===== src/rtl/button_debounce.sv =====
// Debounces an active-low push-button: two-flop synchroniser, qualification FSM,
// clean level output and one-cycle press / release / long-press pulses.
module button_debounce #(
  parameter int unsigned DEBOUNCE_CYCLES = 1000000,
  parameter int unsigned LONG_CYCLES     = 100000000
) (
  input  logic CLK,
  input  logic RST_N,
  input  logic BUT1,
  output logic BUT_DB,
  output logic PRESS,
  output logic RELEASE,
  output logic LONG
);

  localparam int unsigned QW = (DEBOUNCE_CYCLES > 1) ? $clog2(DEBOUNCE_CYCLES) : 1;
  localparam int unsigned HW = (LONG_CYCLES > 1) ? $clog2(LONG_CYCLES) : 1;
  localparam logic [QW-1:0] Q_LAST = QW'(DEBOUNCE_CYCLES - 1);
  // A LONG_CYCLES of zero disables the long-press pulse entirely.
  localparam bit LONG_EN = (LONG_CYCLES != 0);
  localparam logic [HW-1:0] H_LAST = LONG_EN ? HW'(LONG_CYCLES - 1) : {HW{1'b0}};

  typedef enum logic [1:0] {
    ST_RELEASED     = 2'd0,
    ST_PRESS_WAIT   = 2'd1,
    ST_PRESSED      = 2'd2,
    ST_RELEASE_WAIT = 2'd3
  } state_e;

  logic          sync1_q, sync1_d;
  logic          sync2_q, sync2_d;
  state_e        state_q, state_d;
  logic [QW-1:0] qcnt_q, qcnt_d;
  logic [HW-1:0] hcnt_q, hcnt_d;
  logic          long_done_q, long_done_d;
  logic          but_db_q, but_db_d;
  logic          press_q, press_d;
  logic          release_q, release_d;
  logic          long_q, long_d;
  logic          held_s;

  // Next-state, counter and pulse computation.
  always_comb begin
    sync1_d     = BUT1;
    sync2_d     = sync1_q;
    state_d     = state_q;
    qcnt_d      = qcnt_q;
    hcnt_d      = hcnt_q;
    long_done_d = long_done_q;
    but_db_d    = but_db_q;
    press_d     = 1'b0;
    release_d   = 1'b0;
    long_d      = 1'b0;
    held_s      = (state_q == ST_PRESSED) || (state_q == ST_RELEASE_WAIT);

    // Hold timing runs only while the debounced level says pressed.
    if (held_s) begin
      if (hcnt_q != H_LAST) begin
        hcnt_d = hcnt_q + 1'b1;
      end else begin
        hcnt_d = hcnt_q;
      end
      if (LONG_EN && (hcnt_q == H_LAST) && !long_done_q) begin
        long_d      = 1'b1;
        long_done_d = 1'b1;
      end else begin
        long_d      = 1'b0;
      end
    end else begin
      hcnt_d = hcnt_q;
    end

    case (state_q)
      ST_RELEASED: begin
        if (!sync2_q) begin
          state_d = ST_PRESS_WAIT;
          qcnt_d  = {QW{1'b0}};
        end else begin
          state_d = ST_RELEASED;
        end
      end
      ST_PRESS_WAIT: begin
        if (sync2_q) begin
          state_d = ST_RELEASED;
        end else if (qcnt_q == Q_LAST) begin
          state_d     = ST_PRESSED;
          but_db_d    = 1'b0;
          press_d     = 1'b1;
          hcnt_d      = {HW{1'b0}};
          long_done_d = 1'b0;
        end else begin
          qcnt_d = qcnt_q + 1'b1;
        end
      end
      ST_PRESSED: begin
        if (sync2_q) begin
          state_d = ST_RELEASE_WAIT;
          qcnt_d  = {QW{1'b0}};
        end else begin
          state_d = ST_PRESSED;
        end
      end
      ST_RELEASE_WAIT: begin
        if (!sync2_q) begin
          state_d = ST_PRESSED;
        end else if (qcnt_q == Q_LAST) begin
          state_d   = ST_RELEASED;
          but_db_d  = 1'b1;
          release_d = 1'b1;
        end else begin
          qcnt_d = qcnt_q + 1'b1;
        end
      end
      default: begin
        state_d  = ST_RELEASED;
        but_db_d = 1'b1;
      end
    endcase
  end

  // State and output registers; reset drops any event in progress.
  always_ff @(posedge CLK or negedge RST_N) begin
    if (!RST_N) begin
      sync1_q     <= 1'b1;
      sync2_q     <= 1'b1;
      state_q     <= ST_RELEASED;
      qcnt_q      <= {QW{1'b0}};
      hcnt_q      <= {HW{1'b0}};
      long_done_q <= 1'b0;
      but_db_q    <= 1'b1;
      press_q     <= 1'b0;
      release_q   <= 1'b0;
      long_q      <= 1'b0;
    end else begin
      sync1_q     <= sync1_d;
      sync2_q     <= sync2_d;
      state_q     <= state_d;
      qcnt_q      <= qcnt_d;
      hcnt_q      <= hcnt_d;
      long_done_q <= long_done_d;
      but_db_q    <= but_db_d;
      press_q     <= press_d;
      release_q   <= release_d;
      long_q      <= long_d;
    end
  end

  assign BUT_DB  = but_db_q;
  assign PRESS   = press_q;
  assign RELEASE = release_q;
  assign LONG    = long_q;

endmodule

===== config.mk =====
export PLATFORM = sky130hd
export DESIGN_NAME = button_debounce
export DESIGN_NICKNAME = d
export VERILOG_FILES = /design/src/rtl/button_debounce.sv
export SDC_FILE = /design/constraint.sdc
export NUM_CORES = 1
export LEC_CHECK = 0
export CORE_UTILIZATION = 40
export DETAILED_ROUTE_END_ITERATION = 10
export DONT_BUFFER_PORTS = 1
export GPL_ROUTABILITY_DRIVEN = 0
export PLACE_DENSITY = 0.64
export SLEW_MARGIN = 25
export SYNTH_ARGS = -nofsm -noshare
export SYNTH_HDL_FRONTEND = slang
export SYNTH_SLANG_ARGS = --single-unit

===== constraint.sdc =====
create_clock -name CLK -period 6 [get_ports CLK]
set_clock_uncertainty 0.1 [all_clocks]
set_input_delay 1.2 -clock CLK [delete_from_list [all_inputs] [get_ports CLK]]
set_output_delay 1.2 -clock CLK [all_outputs]
set_load 0.02 [all_outputs]

; ---- Yosys cells after proc, flatten, opt, wreduce, memory -nomap -nowiden
; Index checks and enable logic that the tools add are counted.
[classes]
add_sub_neg = 2
n_eq_ne = 14
n_reduce_logical = 8
n_mux = 35
[ops]
columns = operator, count
row1 = 2-to-1 mux 27 bit, 5
row2 = 2-to-1 mux 20 bit, 5
row3 = one-hot mux 20 bit (4 select lines), 1
row4 = adder 27 x 1 -> 27 bit (second input constant), 1
row5 = == test 27 bit (second input constant), 1
row6 = inequality test 27 bit (second input constant), 1
row7 = adder 20 x 1 -> 20 bit (second input constant), 1
row8 = == test 20 bit (second input constant), 1
row9 = 2-to-1 mux 1 bit, 18
row10 = inequality test 2 bit (second input constant), 5
row11 = 2-to-1 mux 2 bit, 4
row12 = one-hot mux 2 bit (4 select lines), 1
row13 = AND reduction 5 bit, 1
row14 = == test 2 bit (second input constant), 2
row15 = AND reduction 4 bit, 1
row16 = inequality test 3 x 2 -> 1 bit (second input constant), 1
row17 = inequality test 3 bit (second input constant), 1
row18 = == test 2 x 1 -> 1 bit (second input constant), 1
row19 = logical NOT 2 bit, 1
row20 = inequality test 2 x 1 -> 1 bit (second input constant), 1
row21 = one-hot mux 1 bit (2 select lines), 1
row22 = AND reduction 2 bit, 1
row23 = nonzero test 2 bit, 1
row24 = logical AND 1 bit, 1
row25 = 2 further kinds, 2
[word_totals]
wordCells = 69
reg_bits = 56
input_bits = 3
output_inout_bits = 4

; ---- Depth between registers and ports, before layout
; Gate-level depths: netlist (run 1).
[depth]
depth_word = 7
ltp_mapped = 7
ltp_nobuf = 6

; ---- Worst setup path before layout (run 1)
; No wires, ideal clock.
[synth_path]
path_type = register to register
from = register qcnt_q[0]
to = register qcnt_q[0]
setup_ns = 0.121
synth_period_minus_slack_ns = 1.922
t_required_ns = 5.779
setup_slack_ns = 4.078
n_path_buf = 0
stages_incl_launch_ff = 6
t_arrival_ns = 1.701
path_cell_list = dfrtp_1 -> ha_1 -> nand3_2 -> nor2_2 -> mux2_2 -> a22o_1
[synth_via]
elab_chain_len = 4
word_cells_on_any_way = 6
cone_classes = 1 x add/sub / 1 x eq/ne / 4 x mux
[synth_lines]
columns = element, line
row1 = from (decl), 33  ; logic [QW-1:0] qcnt_q, qcnt_d;
row2 = from (signal assigned), 127  ; qcnt_q <= {QW{1'b0}};
row3 = from (signal assigned), 138  ; qcnt_q <= qcnt_d;
row4 = adder 20 x 1 -> 20 bit / == test 20 bit (equally long branches), -
row5 = 2-to-1 mux 20 bit (*), "85, 106"
row6 = "2-to-1 mux 20 bit, on equally long branches", "104, 83"
row7 = one-hot mux 20 bit (4 select lines) (*), 73  ; case (state_q)
; Every way passes the cells marked *; elsewhere a longest branch is shown, timed or not. The select of a mux whose other input is x is not followed.
; A chain may end at the register's enable or synchronous reset.

==> metrics.txt, run 1 <==
Crit-path slowest cell=dfrtp_1; Hold/Removal Path Class=reg -> reg; top-level port count=7; CP Cell Sequence=nand4_1, nor4_1, nand3_1, xor2_1, nor2_1; Mapped Area=slightly above 0.003 sq mm; Root Buffer Master=clkbuf_8; final instance area=0.00321 sq mm; vias in the first global route=2090; IO Port Bufs=0; starting density of the core=0.416; total core area=0.00729 sq mm; leakage=1.34 nW; Crit. End Element=register; CTS buffer count=5; Warnings, synthesis=0; Avg Cell Area, Syn=9.73 sq um; Tcrit/Tclk final=0.398; Post-route DRC=0; Max Used Layer=met4; Crit Path Class=reg -> reg; Primary FF master, synth=dfrtp_1; total number of vias=around 2200; Die Wd=89.1 um; dpl cell area=0.00309 sq mm; full die area=0.00794 sq mm; CTS sink cnt=56; WP data arrival=around 2.5 ns; share of layout cells above drive strength 1=0.108; Die Y=89.1 um; # resized after CTS=0; htree depth=2; Starting DRT DRC Count=116; VDD IR-drop max=0.112 mV; sequential cell area fraction in the yosys report=0.463; wl on met1=2840 um; detailed route wirelength on metal3=121 um; commonest non-fill, non-tap cells in the layout=53 x dfrtp_1, 43 x nor2_1, 33 x nand2_1, 20 x nand3_1, 13 x xor2_1; # rows=31; CTS tree=built; Critical Path RT=6.10 ns; area delta synth->final=5.77%; mean number of vias per cell=5.51; Post-Synthesis Cells=312; largest net degree at the start of global routing=57; number of detailed-route iterations in the first pass=4; final hold viol count=0; Startpoint Class=register; first-pass GRT wire length=10100 um; CP bufs+invs=0; met2 wire len=2790 um; Slew headroom=0.476; Syn Nets=approximately 320; clock-pin slew on the worst setup and hold paths=0.10 ns; Netlist cell types=50; fmax=~0.42 GHz; Power Dens Cells=205 mW/mm^2; CP max stage delay=around 0.80 ns; Post-Route Utilization=0.440; Final Power=0.657 mW; GRT Util Overall=0.165; Antenna Violating Nets Remaining=0; Tightest Pin Transition=0.786 ns; Async S/R FF share, synth=1.00; Post-synth EDFFs=0; fin crit period=2.39 ns; RSZ-0062 raised after global routing=false; post-detailed-route wirelength per cell=14.3 um; Inserted Diodes=0; crit-path max FO=13; final net count=310; family with the most delay on the worst path=simple AND/OR/NAND/NOR gates; status=finished, final reports clean; Clock Tree Buf Depth=2; most common cell after layout, fill and taps aside=dfrtp_1; CTS Hold Bufs=0; Seq cells post-synth=56; final setup violation count=0; worst-skew pair later-pin latency=0.31 ns; max-cap check violation count=0; routed wire length=between 5000 and 6000 um; Post-CTS Setup Repair Bufs=0; dpl hpwl=3670 um; max-slew violations=0; global route overflow=0; setup TNS=0 ns; initial antenna violation count=0
cells by family (layout without fill, tap and decap cells):
logic type               count (synthesis)  count (layout)  share of synthesized area
adder cells (fa/ha/maj)                  2               2                    0.00824
AND/OR/NAND/NOR                        156             156                      0.280
AO/OA/AOI/OAI                           43              43                      0.101
flip-flops                              56              56                      0.463
multiplexers                             9               9                     0.0322
XOR/XNOR                                25              25                     0.0808
buffers and inverters                   21              15                     0.0350
per-stage QoR:
stage                     hold WS [ns]  setup WS [ns]  instances
final                            0.270           3.61        405
after global routing             0.274           3.35        405
after CTS                        0.269           3.67        405
after detailed placement         0.253           3.67        397
after global placement           0.255           3.74        397
after floorplan                  0.245           4.08        312
area by class of cell:
type	instances	area (sq um)
Clock buffer	5	68.8
Fill cell	724	4080
Multi-Input combinational cell	235	1540
Sequential cell	56	1410
Tap cell	99	124
Inverter	6	22.5
Timing Repair Buffer	1	7.51
Clock inverter	3	42.5
power breakdown:
part	total, mW	switching [mW]	internal [mW]
Clock	0.251	0.127	0.124
Combinational	0.0141	0.00802	0.00609
Sequential	0.392	0.00986	0.382
state kept, by name, indices dropped and copies added, names as in the netlist, named ones only:
name,count
hcnt_q,27
qcnt_q,20
BUT_DB,1
LONG,1
PRESS,1
RELEASE,1
long_done_q,1
state_q,1
sync1_q,1
sync2_q,1
synthesized netlist by cell type, types with 2 or more instances:
library cell	instances	share of area
a21oi_1	7	0.012
a31oi_1	2	0.0041
nand4_1	10	0.021
and4_1	3	0.0087
nor3_1	9	0.015
xor2_1	13	0.038
o31ai_1	5	0.012
or4_1	2	0.0049
a22o_1	8	0.023
mux2i_1	3	0.0099
xnor2_1	10	0.029
o21ai_0	7	0.012
dfrtp_1	53	0.44
nor4b_1	4	0.012
nor4_1	10	0.021
mux2_2	6	0.022
and3_1	7	0.014
o21a_1	2	0.0049
ha_1	2	0.0082
nand3_1	20	0.033
nand3_2	2	0.0066
buf_2	8	0.013
nor2_1	43	0.053
clkbuf_1	5	0.0062
inv_1	6	0.0074
nand2_1	33	0.041
dfstp_2	3	0.026
o211ai_1	6	0.015
nand4_4	2	0.014
routing by layer:
| layer | global-route usage | up-vias |
|---|---|---|
| met4 | 0.0505 | 0 |
| met3 | 0.0332 | 4 |
| met1 | 0.227 | 1104 |
| met5 | 0 | - |
| met2 | 0.264 | 19 |
| li1 | - | 1106 |
path summary, 6_finish.rpt:
check	startpoint	to	slack [ns]	cells after the start
worst max-delay path	register	hcnt_q[14]$_DFF_PN0_	3.61	5
worst max register to register	register	hcnt_q[14]$_DFF_PN0_	3.61	5
worst min-delay path	sync1_q$_DFF_PN1_	sync2_q$_DFF_PN1_	0.27	0
max in group asynchronous	RST_N	sync2_q$_DFF_PN1_	5.13	0
worst min register to register	sync1_q$_DFF_PN1_	sync2_q$_DFF_PN1_	0.27	0
min in group asynchronous	RST_N	hcnt_q[3]$_DFF_PN0_	0.47	0
Note: power is estimated with default switching activity, not from simulation.
==> run 2: changes to the inputs <==
==> constraint.sdc (replaced) <==
create_clock -name CLK -period 2.5 [get_ports CLK]
set_clock_uncertainty 0.1 [all_clocks]
set_input_delay 0.5 -clock CLK [delete_from_list [all_inputs] [get_ports CLK]]
set_output_delay 0.5 -clock CLK [all_outputs]
set_load 0.02 [all_outputs]
==> run 2 against run 1 <==
Routed wire length fell by 0.14%. Critical path type unchanged. Largest power group unchanged. Critical path depth down 1. Design area rose by 2.8%.
==> metrics.txt, run 2 (synthesized netlist as in run 1, its figures left out) <==
status=finished, final reports clean; Top Registers=hcnt_q (27), qcnt_q (20); mean number of vias per cell=5.45 (-1.2%); IO Port Bufs=0 (unchanged); WP data arrival=2.23 ns (-0.26 ns); GRT Util Overall=0.164 (-0.00115); hold path depth=0 (unchanged); worst-skew pair later-pin latency=0.31 ns (about the same); RSZ-0062 raised after global routing=false; Reg with most FFs=hcnt_q; htree depth=2 (unchanged); Tcrit/Tclk final=0.853 (+0.455); final net count=319 (+2.9%); Place WS=0.373 ns (-3.30 ns); Startpoint Class=register; Crit. End Element=register; global route overflow=0 (unchanged); area delta synth->final=8.70%; clock-pin slew on the worst setup and hold paths=0.10 ns (about the same); hold endpoint=sync1_q$_DFF_PN1_; family with the most delay on the worst path=XOR/XNOR gates; Root Buffer Master=clkbuf_8; Slew headroom=0.402 (-0.0743); Post-route DRC=0 (unchanged); total number of vias=2256 (+1.0%); Critical R2R Capture=qcnt_q[8]$_DFFE_PN0P_; total core area=0.00729 sq mm (unchanged); min-delay src=BUT1; CTS Hold Bufs=2 (+2); max-cap check violation count=0 (unchanged); Critical Path RT=2.60 ns (-3.50 ns); Die Y=89.1 um (unchanged); share of layout cells above drive strength 1=0.130 (+0.0223); area occupied by multi-input gates=0.00153 sq mm (-0.73%); CP Cell Sequence=xor2_2, nor2_1, mux2_2, a22o_1; post-detailed-route wirelength per cell=14.0 um (-2.3%); # resized after CTS=0 (unchanged); fmax=0.469 GHz (+12%); Antenna Violating Nets Remaining=0 (unchanged); final hold viol count=0 (unchanged); first-pass GRT wire length=10100 um (-0.14%); CTS sink cnt=56 (unchanged); Hold/Removal Path Class=in -> reg; most common cell after layout, fill and taps aside=dfrtp_1; Die Wd=89.1 um (unchanged); CTS buffer count=5 (unchanged); commonest non-fill, non-tap cells in the layout=53 x dfrtp_1, 43 x nor2_1, 33 x nand2_1, 20 x nand3_1, 13 x xor2_1; Crit-path slowest cell=xor2_2; top-level port count=7 (unchanged); # rows=31 (unchanged); placed cells=404 (+1.8%); FF-to-FF path depth=4 (-1); largest net degree at the start of global routing=57 (unchanged); r2r startpoint=sync2_q$_DFF_PN1_; leakage=1.40 nW (+4.2%); CP max stage delay=0.73 ns (-0.07 ns); vias in the first global route=2123 (+1.6%); dpl hpwl=3970 um (+7.9%); Starting DRT DRC Count=93 (-20%); full die area=0.00794 sq mm (unchanged); fin worst setup slack=0.367 ns (-3.24 ns); Largest register FFs=27 (unchanged); Inserted Diodes=0 (unchanged); initial antenna violation count=0 (unchanged); setup TNS=0 ns (unchanged); Sequential Area=0.00141 sq mm (unchanged); Power Dens Cells=492 mW/mm^2 (+140%); Crit Path Class=reg -> reg; non-filler instance count after layout=414 (+2.2%); Clock Tree Buf Depth=2 (unchanged); VDD IR-drop max=0.315 mV (+180%); CP bufs+invs=0 (unchanged); number of detailed-route iterations in the first pass=4 (unchanged); Post-CTS Setup Repair Bufs=0 (unchanged); final setup violation count=0 (unchanged); crit-path max FO=21 (+8); flop-to-flop setup slack=0.37 ns (-3.24 ns); Tightest Pin Transition=0.897 ns (+0.111 ns); CTS tree=built; routed wire length=5790 um (-0.14%); critical path depth=4 (-1); starting density of the core=0.416 (unchanged); fill count=745 (+2.9%); max-slew violations=0 (unchanged); fin crit period=2.13 ns (-0.257 ns)
-- run 2: changes by cell type in the layout (fill, tap and decap cells not counted) --
cell,change
buf_4,+7
buf_16,+1
clkbuf_8,+1
clkinv_2,-1
clkinv_4,+1
clkinvlp_4,-1
dlygate4sd3_1,+1
xor2_2,+1
xor2_4,-1
-- run 2: where the power goes --
| part | internal [mW] | switching [mW] | leakage, nW |
|---|---|---|---|
| sequential | 0.917 | 0.0203 | 0.767 |
| clock | 0.328 | 0.293 | 0.0614 |
| combinational | 0.0231 | 0.0421 | 0.572 |
-- run 2: per-stage QoR --
step	hold slack (ns)	power (mW)	util	area [sq um]
6_report	0.0738	1.62	0.452	3300
5_1_grt	0.0476	1.70	0.452	3300
4_1_cts	0.0640	1.65	0.452	3300
3_5_place_dp	0.106	0.997	0.431	3140
3_3_place_gp	0.106	0.996	0.431	3140
2_1_floorplan	0.104	0.982	-	3040
-- run 2: final cells by class --
type                       instances  area share
inverter                           6     0.00683
tap                               99      0.0375
clock buffer                       6      0.0250
sequential                        56       0.426
timing repair buffer              10      0.0296
clock inverter                     2      0.0118
multi-input combinational        235       0.463
-- run 2: worst max path at each step --
| stage | start | end | slack (ns) |
|---|---|---|---|
| global placement | sync2_q$_DFF_PN1_ | qcnt_q[0]$_DFFE_PN0P_ | 0.41 |
| CTS | sync2_q$_DFF_PN1_ | qcnt_q[10]$_DFFE_PN0P_ | 0.35 |
| detailed placement | sync2_q$_DFF_PN1_ | qcnt_q[0]$_DFFE_PN0P_ | 0.37 |
| finish | sync2_q$_DFF_PN1_ | qcnt_q[8]$_DFFE_PN0P_ | 0.37 |
| global route | sync2_q$_DFF_PN1_ | qcnt_q[11]$_DFFE_PN0P_ | 0.20 |
| floorplan | qcnt_q[0]$_DFFE_PN0P_ | qcnt_q[0]$_DFFE_PN0P_ | 0.58 |
-- run 2: metal layers --
metal / vias to the layer above / routed length [um] / global-route usage
met5: - / 0 / 0
met4: 0 / 89 / 0.0577
met3: 9 / 141 / 0.0305
met2: 24 / 2750 / 0.269
met1: 1094 / 2800 / 0.218
li1: 1129 / - / -
-- run 2: worst reg2reg max path: stages, from the launching register on --
cell	delay [ns]
dfstp_2	0.66
xor2_2	0.73
nor2_1	0.07
mux2_2	0.28
a22o_1	0.18
==> run 3: changes to the inputs <==
--- a/config.mk
+++ b/config.mk
@@ -14,3 +14,4 @@
 export SYNTH_ARGS = -nofsm -noshare
 export SYNTH_HDL_FRONTEND = slang
 export SYNTH_SLANG_ARGS = --single-unit
+export TNS_END_PERCENT = 30
==> results of run 3 <==
Same layout as run 2: the final DEF is identical, and so are final timing and power.
